<file path="config.mk">
export PLATFORM = sky130hd
export DESIGN_NAME = sprite_sdr_arbiter
export DESIGN_NICKNAME = d
export VERILOG_FILES = /design/src/rtl/sprite_sdr_pkg.sv /design/src/rtl/sprite_sdr_arbiter_rr_pick2.sv /design/src/rtl/sprite_sdr_arbiter.sv
export SDC_FILE = /design/constraint.sdc
export NUM_CORES = 1
export LEC_CHECK = 0
export BUFFER_PORTS_ARGS = -buffer_cell sky130_fd_sc_hd__buf_2
export CAP_MARGIN = 5
export CORE_MARGIN = 4
export CORE_UTILIZATION = 42
export DETAILED_ROUTE_END_ITERATION = 10
export PLACE_DENSITY = 0.83
export RECOVER_POWER = 100
export SYNTH_ARGS = -nofsm -noshare
export SYNTH_HDL_FRONTEND = slang
export SYNTH_SLANG_ARGS = --single-unit
</file>
<file path="constraint.sdc">
create_clock -name clk -period 1.3 [get_ports clk]
set_input_delay 0.195 -clock clk [delete_from_list [all_inputs] [get_ports clk]]
set_output_delay 0.195 -clock clk [all_outputs]
set_load 0.01 [all_outputs]
</file>
<file path="src/rtl/sprite_sdr_pkg.sv">
// ============================================================================
// Module      : sprite_sdr_pkg
// Description : Shared types and constants for the sprite SDRAM read arbiter.
// Revision    : 1.0 - initial release
// ============================================================================
`default_nettype none

package sprite_sdr_pkg;

    typedef enum logic [0:0] {
        IDLE = 1'b0,
        WAIT = 1'b1
    } arb_state_t;

    localparam int REQ_GA21   = 0;
    localparam int REQ_RENDER = 1;

    localparam int DEFAULT_AW = 25;
    localparam int DEFAULT_DW = 64;

endpackage

`default_nettype wire

</file>
<file path="src/rtl/sprite_sdr_arbiter_rr_pick2.sv">
// ============================================================================
// Module      : rr_pick2
// Description : Combinational two-way round-robin pick from pending/last_grant.
// Revision    : 1.0 - initial release
// ============================================================================
`default_nettype none

module rr_pick2 (
    input  logic [1:0] pending,
    input  logic       last_grant,
    output logic       grant,
    output logic       valid
);

    always_comb begin
        valid = |pending;
        // With both pending the channel that did not win last time goes next.
        if (&pending) begin
            grant = ~last_grant;
        end else begin
            grant = pending[1];
        end
    end

endmodule

`default_nettype wire

</file>
<file path="src/rtl/sprite_sdr_arbiter.sv">
// ============================================================================
// Module      : sprite_sdr_arbiter
// Description : Shares one SDRAM read channel between the GA21 sprite-table
//               fetch and the sprite renderer tile fetch, one read in flight.
// Revision    : 1.0 - initial release
// ============================================================================
`default_nettype none

module sprite_sdr_arbiter
    import sprite_sdr_pkg::*;
#(
    parameter int AW      = DEFAULT_AW,
    parameter int DW      = DEFAULT_DW,
    parameter int TIMEOUT = 1023
) (
    input  logic          clk,
    input  logic          reset,
    input  logic [1:0]    req,
    input  logic [AW-1:0] addr0,
    input  logic [AW-1:0] addr1,
    output logic [1:0]    rdy,
    output logic [DW-1:0] dout,
    output logic          sdr_req,
    output logic [AW-1:0] sdr_addr,
    input  logic [DW-1:0] sdr_data,
    input  logic          sdr_rdy,
    output logic          timeout_err
);

    localparam int CW = (TIMEOUT > 0) ? $clog2(TIMEOUT + 1) : 1;

    arb_state_t    state_q, state_d;
    logic [1:0]    pending_q, pending_d;
    logic [AW-1:0] pend_addr0_q, pend_addr0_d;
    logic [AW-1:0] pend_addr1_q, pend_addr1_d;
    logic          last_grant_q, last_grant_d;
    logic [1:0]    rdy_q, rdy_d;
    logic [DW-1:0] dout_q, dout_d;
    logic          sdr_req_q, sdr_req_d;
    logic [AW-1:0] sdr_addr_q, sdr_addr_d;
    logic          timeout_err_q, timeout_err_d;
    logic [CW-1:0] cnt_q, cnt_d;

    logic [1:0]    w_eff_pend;
    logic          w_grant;
    logic          w_any;
    logic [AW-1:0] w_grant_addr;
    logic          w_timeout;

    // Live request pulses are folded in so an idle arbiter issues next cycle.
    assign w_eff_pend = pending_q | req;

    rr_pick2 u_pick (
        .pending    (w_eff_pend),
        .last_grant (last_grant_q),
        .grant      (w_grant),
        .valid      (w_any)
    );

    always_comb begin
        if (w_grant) begin
            w_grant_addr = req[1] ? addr1 : pend_addr1_q;
        end else begin
            w_grant_addr = req[0] ? addr0 : pend_addr0_q;
        end
    end

    assign w_timeout = (TIMEOUT != 0) && (cnt_q == CW'(TIMEOUT));

    // State register
    always_ff @(posedge clk) begin
        if (reset) begin
            state_q       <= IDLE;
            pending_q     <= 2'b00;
            pend_addr0_q  <= '0;
            pend_addr1_q  <= '0;
            last_grant_q  <= 1'b1;
            rdy_q         <= 2'b00;
            dout_q        <= '0;
            sdr_req_q     <= 1'b0;
            sdr_addr_q    <= '0;
            timeout_err_q <= 1'b0;
            cnt_q         <= '0;
        end else begin
            state_q       <= state_d;
            pending_q     <= pending_d;
            pend_addr0_q  <= pend_addr0_d;
            pend_addr1_q  <= pend_addr1_d;
            last_grant_q  <= last_grant_d;
            rdy_q         <= rdy_d;
            dout_q        <= dout_d;
            sdr_req_q     <= sdr_req_d;
            sdr_addr_q    <= sdr_addr_d;
            timeout_err_q <= timeout_err_d;
            cnt_q         <= cnt_d;
        end
    end

    // Next-state logic
    always_comb begin
        state_d = state_q;
        case (state_q)
            IDLE: begin
                if (w_any) begin
                    state_d = WAIT;
                end
            end
            WAIT: begin
                if (sdr_rdy || w_timeout) begin
                    state_d = IDLE;
                end
            end
            default: state_d = IDLE;
        endcase
    end

    // Output and datapath logic
    always_comb begin
        pending_d     = pending_q | req;
        pend_addr0_d  = req[0] ? addr0 : pend_addr0_q;
        pend_addr1_d  = req[1] ? addr1 : pend_addr1_q;
        last_grant_d  = last_grant_q;
        rdy_d         = rdy_q & ~req;
        dout_d        = dout_q;
        sdr_req_d     = 1'b0;
        sdr_addr_d    = sdr_addr_q;
        timeout_err_d = timeout_err_q;
        cnt_d         = cnt_q;
        case (state_q)
            IDLE: begin
                if (w_any) begin
                    sdr_req_d          = 1'b1;
                    sdr_addr_d         = w_grant_addr;
                    pending_d[w_grant] = 1'b0;
                    last_grant_d       = w_grant;
                    cnt_d              = '0;
                end
            end
            WAIT: begin
                cnt_d = cnt_q + CW'(1);
                if (sdr_rdy) begin
                    dout_d = sdr_data;
                    // A re-request of the in-flight channel supersedes its data.
                    if (!pending_q[last_grant_q] && !req[last_grant_q]) begin
                        rdy_d[last_grant_q] = 1'b1;
                    end
                end else if (w_timeout) begin
                    timeout_err_d = 1'b1;
                end
            end
            default: ;
        endcase
    end

    assign rdy         = rdy_q;
    assign dout        = dout_q;
    assign sdr_req     = sdr_req_q;
    assign sdr_addr    = sdr_addr_q;
    assign timeout_err = timeout_err_q;

endmodule

`default_nettype wire
</file>
== After elaboration in Yosys (flattened, before gate mapping) ==
Index checks and enable logic that the tools add are counted.
Word-level totals
  input bits: 119
  output and inout bits: 93
  flip-flop bits (word level): 157
  word-level logic and storage cells: 61
Cells by class
  eq/ne operators: 2
  bitwise logic cells: 9
  multiplexer cells: 22
  $lt $le $gt $ge: 4
  reduce and logical (&&, ||, !) cells: 12
  add/sub/neg operators: 1
Operator list (number)
  $mux 25: 3
  $pmux 10 s2: 1
  $add 10x1->10 const B: 1
  $eq 10x10->1 const B: 1
  $mux 10: 1
  $mux 2: 5
  $mux 1: 9
  $reduce_and 2->1: 3
  $and 2x2->2: 2
  $lt 1x2->1 const B: 2
  $not 2->2: 2
  $or 2x2->2: 2
  $reduce_or 2->1: 2
  $logic_and 1x1->1: 3
  $not 1->1: 3
  $reduce_and 3->1: 1
  $demux 1 s1: 2
  $ge 1x1->1 const B: 2
  $logic_not 1->1: 2
  $ne 2x1->1 const B: 1
  $pmux 1 s2: 1
  $logic_or 1x1->1: 1

== Depth between registers and ports, before layout ==
  depth after elaboration: 11
  mapped depth: 7
  gate-level depth less buffers: 5

== Cells and area by module ==
From an unflattened synthesis, not the netlist that was laid out.
Unflattened totals
  cells, all modules: 626
  area total of the unflattened synthesis: 5735.5 um^2
By module, submodules not included
  sprite_sdr_arbiter: times used 1, area each 5721.7 um^2, cells an instance 624
  rr_pick2: times used 1, area each 13.8 um^2, cells an instance 2

== Worst setup path before layout ==
Ideal clock, no wire load.
  kind: reg-to-reg
  start point: register pending_q[1]
  end point: register sdr_addr_q[10] (netlist: sdr_addr[10])
  stages on the path, launching flop included: 7
  arrival: 1.263 ns
  buffers on the path: 2
  data required time: 1.183 ns
  slack: -0.080 ns
  library setup time: 0.117 ns
  cells stage by stage: dfxtp_1 nor4_4 or2_1 buf_6 nor2_8 buf_6 a32o_1
On the way
  longest elaborated chain between the ends: 4
  elaborated cells between the ends (all ways): 6
  classes of those cells: mux: 2; bitwise: 1; reduce/logical: 3
RTL lines
  from (decl): RTL line sprite_sdr_arbiter.sv:33  | logic [1:0] pending_q, pending_d;
  from (signal assigned): RTL line sprite_sdr_arbiter.sv:86  | pending_q <= pending_d;
  $or 2x2->2 (*): RTL line sprite_sdr_arbiter.sv:51  | assign w_eff_pend = pending_q | req;
  $reduce_and 2->1: RTL line sprite_sdr_arbiter_rr_pick2.sv:18  | if (&pending) begin
  $mux 1: RTL line sprite_sdr_arbiter_rr_pick2.sv:18
  $mux 25: RTL line sprite_sdr_arbiter.sv:61  | if (w_grant) begin
  to (signal assigned): RTL line sprite_sdr_arbiter.sv:93  | sdr_addr_q <= sdr_addr_d;
  to (decl): RTL line sprite_sdr_arbiter.sv:40  | logic [AW-1:0] sdr_addr_q, sdr_addr_d;
Mark *: on every way between the ends. The rest lies on a longest branch, timed or not.
A chain may end at the register's enable or synchronous reset.

== Worst setup path after layout ==
  start point: register pending_q[0]
  end point: register sdr_addr_q[19] (netlist: sdr_addr[19])
Same word-level chain as after synthesis.

==> run metrics <==
status finished, violations left; violated checks negative setup slack; count of cell types in the netlist 40; Pwr Density 1450 mW/mm^2; clock latency on the worst-skew pair 410 ps; Die Y 125 um; total core area 0.0133 mm^2; CP Launch Type flip-flop; Met1 Wirelength 6.71 mm; crit path cell chain nor4_4, or2_4, buf_12, nor2_4, a32o_1; Crit Path Class flip-flop to flip-flop; 1st-iter DRT viols 257; clock buffer depth 2; ys flop type dfxtp_1; share of cells above drive strength 1 27.4%; Hold Path Depth 3; Worst IR Drop VDD 1010 uV; drt pass-1 iters 4; element type at the critical path end flip-flop; Initial Utilization 43.3%; Ys Warns 0; critical path's slowest cell dfxtp_4; Final Worst Setup Slack -76.5 ps; via count 5420; post-synth top area cell dfxtp_1; ys async rst share 0%; Finish-stage setup viols 25; sequential-to-total area share from yosys stat 54.4%; max-capacitance violation count 0; Clock Tree Root clkbuf_16; r2r endpoint sdr_addr[19]; num rows 42; LEAKAGE 0.00341 uW; share of the synthesized area in the top cell type 54.4%; critical path required time 1600 ps; P&R area growth vs syn 38.4%; vias in the first global route 5266; Relative slew margins 68.2%; H-tree depth 4; critical path's largest stage delay 360 ps; worst hold endpoint dout[48]; Final Cycle Share 106%; top post-synthesis cells by area dfxtp_1, nand2_1, mux2i_1, a21oi_1, a32o_1; met3 WL post-DR 1.53 mm; PortBufs 211; hold wc startpoint sdr_data[48]; CTS Buf Count 17; nets 1006; RSZ-0062 raised after global routing yes; Crit path max-delay family simple AND/OR/NAND/NOR gates; Final Slew Violations 0; worst slew pin tran 477 ps; Tmin final 1380 ps; r2r setup slk -80 ps; Routability Congestion 0.798; final setup skew 9.55 ps; CTS tree done; R2R Path Start pending_q[0]; Die Width 125 um; Max Fclk 726 MHz; Worst Hold Class primary input to flip-flop; final hold violation count 0; pin count of the biggest net entering global routing 39; gr ovfl total 0; Total GRT Usage 20.3%; Placed Area 0.00735 mm^2; final hold slack 18.5 ps; wire length per cell 15.6 um; Gate Count Post-Synth 640; r2r worst-path depth 5; Top Metal Used met5; Net Count, Synth 760; diodes inserted 0; Post-synth EDFFs 0; Fill cells 1193; initial antenna violation count 2; hold buffer count at CTS 0; Final Instance Area 0.00799 mm^2; drt total wl 16.8 mm; Stages on worst setup path 5; Synth Register Bits 157; clk slew on worst S/H paths 60 ps; drc violations 0; Critical Path Fanout Max 6; WP buf/inv 1; Setup WS pre-CTS -161 ps; top-level I/O count 212; Clock Sink Count 157; met2 WL 8.12 mm; Post-Route Setup TNS -1250 ps; remaining antenna violation count 0; post-synthesis cell area 0.00577 mm^2; DIE AREA 0.0157 mm^2; first-pass GRT wire length 25.8 mm; Syn Area/Cell 9.02 um^2; worst path arrival time 1680 ps; Final Util 59.9%; vias per cell 5.05; DP Wirelength 11.4 mm
## cell type report
class / count / area, um^2 / area share [%]
Sequential cell: 157 / 3160 / 39.6
Clock inverter: 10 / 87.6 / 1.10
Multi-Input combinational cell: 436 / 2470 / 31.0
Tap cell: 176 / 220 / 2.76
Timing Repair Buffer: 271 / 1570 / 19.6
Inverter: 3 / 11.3 / 0.141
Clock buffer: 21 / 470 / 5.89
## cell families after synthesis
logic type	after synthesis	synth area share [%]
xor gates and xnor gates	3	0.455
DFF	157	54.4
adders and majority gates	1	0.217
and+or+nand+nor	272	19.4
muxes	52	9.04
AOI/OAI and AO/OA	106	12.0
buffers and inverters	49	4.49
## synthesized netlist by cell type, types with 2 or more instances
| library cell | instances |
|---|---|
| a211oi_1 | 2 |
| a21oi_1 | 70 |
| a32o_1 | 25 |
| buf_1 | 3 |
| buf_2 | 15 |
| buf_4 | 3 |
| buf_6 | 6 |
| clkbuf_1 | 19 |
| dfxtp_1 | 157 |
| inv_1 | 3 |
| mux2i_1 | 51 |
| nand2_1 | 182 |
| nand3_1 | 7 |
| nand4_1 | 4 |
| nor2_1 | 60 |
| nor3_1 | 4 |
| o21ai_0 | 2 |
| or2_2 | 3 |
| or3_1 | 2 |
| xnor2_1 | 2 |
## cell usage in the layout, fill, tap and decap left out, types with 4 or more instances in the layout
cell,n
a21oi_1,67
a32o_1,25
buf_12,11
buf_2,119
buf_4,38
clkbuf_1,95
clkbuf_16,19
clkinv_2,5
dfxtp_1,146
dfxtp_2,9
mux2i_1,51
nand2_1,177
nand2_2,5
nand3_1,4
nand4_1,4
nor2_1,59
nor3_1,4
## through the flow
stage               total power, uW  std cells
global route                  12100       1074
global placement               6940       1035
finish                        11600       1074
detailed placement             6980       1035
CTS                           11700       1070
floorplan                      6230        640
## worst min-delay path, stage by stage
cell and delay, ps:
buf_2 90, nand2_1 40, a21oi_1 50
## worst max path at each step
stage | start | end | slack [ps]
after detailed placement | req[0] | sdr_addr[9] | -160
after floorplan | pending_q[1] | sdr_addr[10] | -2
after global placement | req[0] | sdr_addr[6] | -120
after CTS | pending_q[0] | sdr_addr[15] | -50
after global routing | pending_q[0] | sdr_addr[13] | -120
final | pending_q[0] | sdr_addr[19] | -80
## timing repair
| item | 4_1_cts | 5_1_grt |
|---|---|---|
| pin swaps | 5 | 4 |
| gates cloned | 1 | 3 |
| setup buffers | 3 | 1 |
| setup endpoints to repair | 47 | 68 |
| resized for setup | 15 | 21 |
## power breakdown
group	switching (uW)	internal (uW)	leakage (uW)
logic	928	769	0.00185
registers	154	5120	0.00129
clock network	1850	2770	0.000275
total	2930	8660	0.00341
## state kept, by name, summed over array words and instances (netlist names)
register      cells
pend_addr1_q     25
sdr_addr         25
sdr_req           1
dout             64
pending_q         2
pend_addr0_q     25
rdy               2
last_grant_q      1
timeout_err       1
state_q           1
cnt_q            10
## per-layer routing
layer	track usage (%)	vias up
met4	6.44	4
met2	34.1	218
met3	8.27	32
met5	0	-
met1	23.6	2521
li1	-	2645
Power figures use the tool's default switching activity.
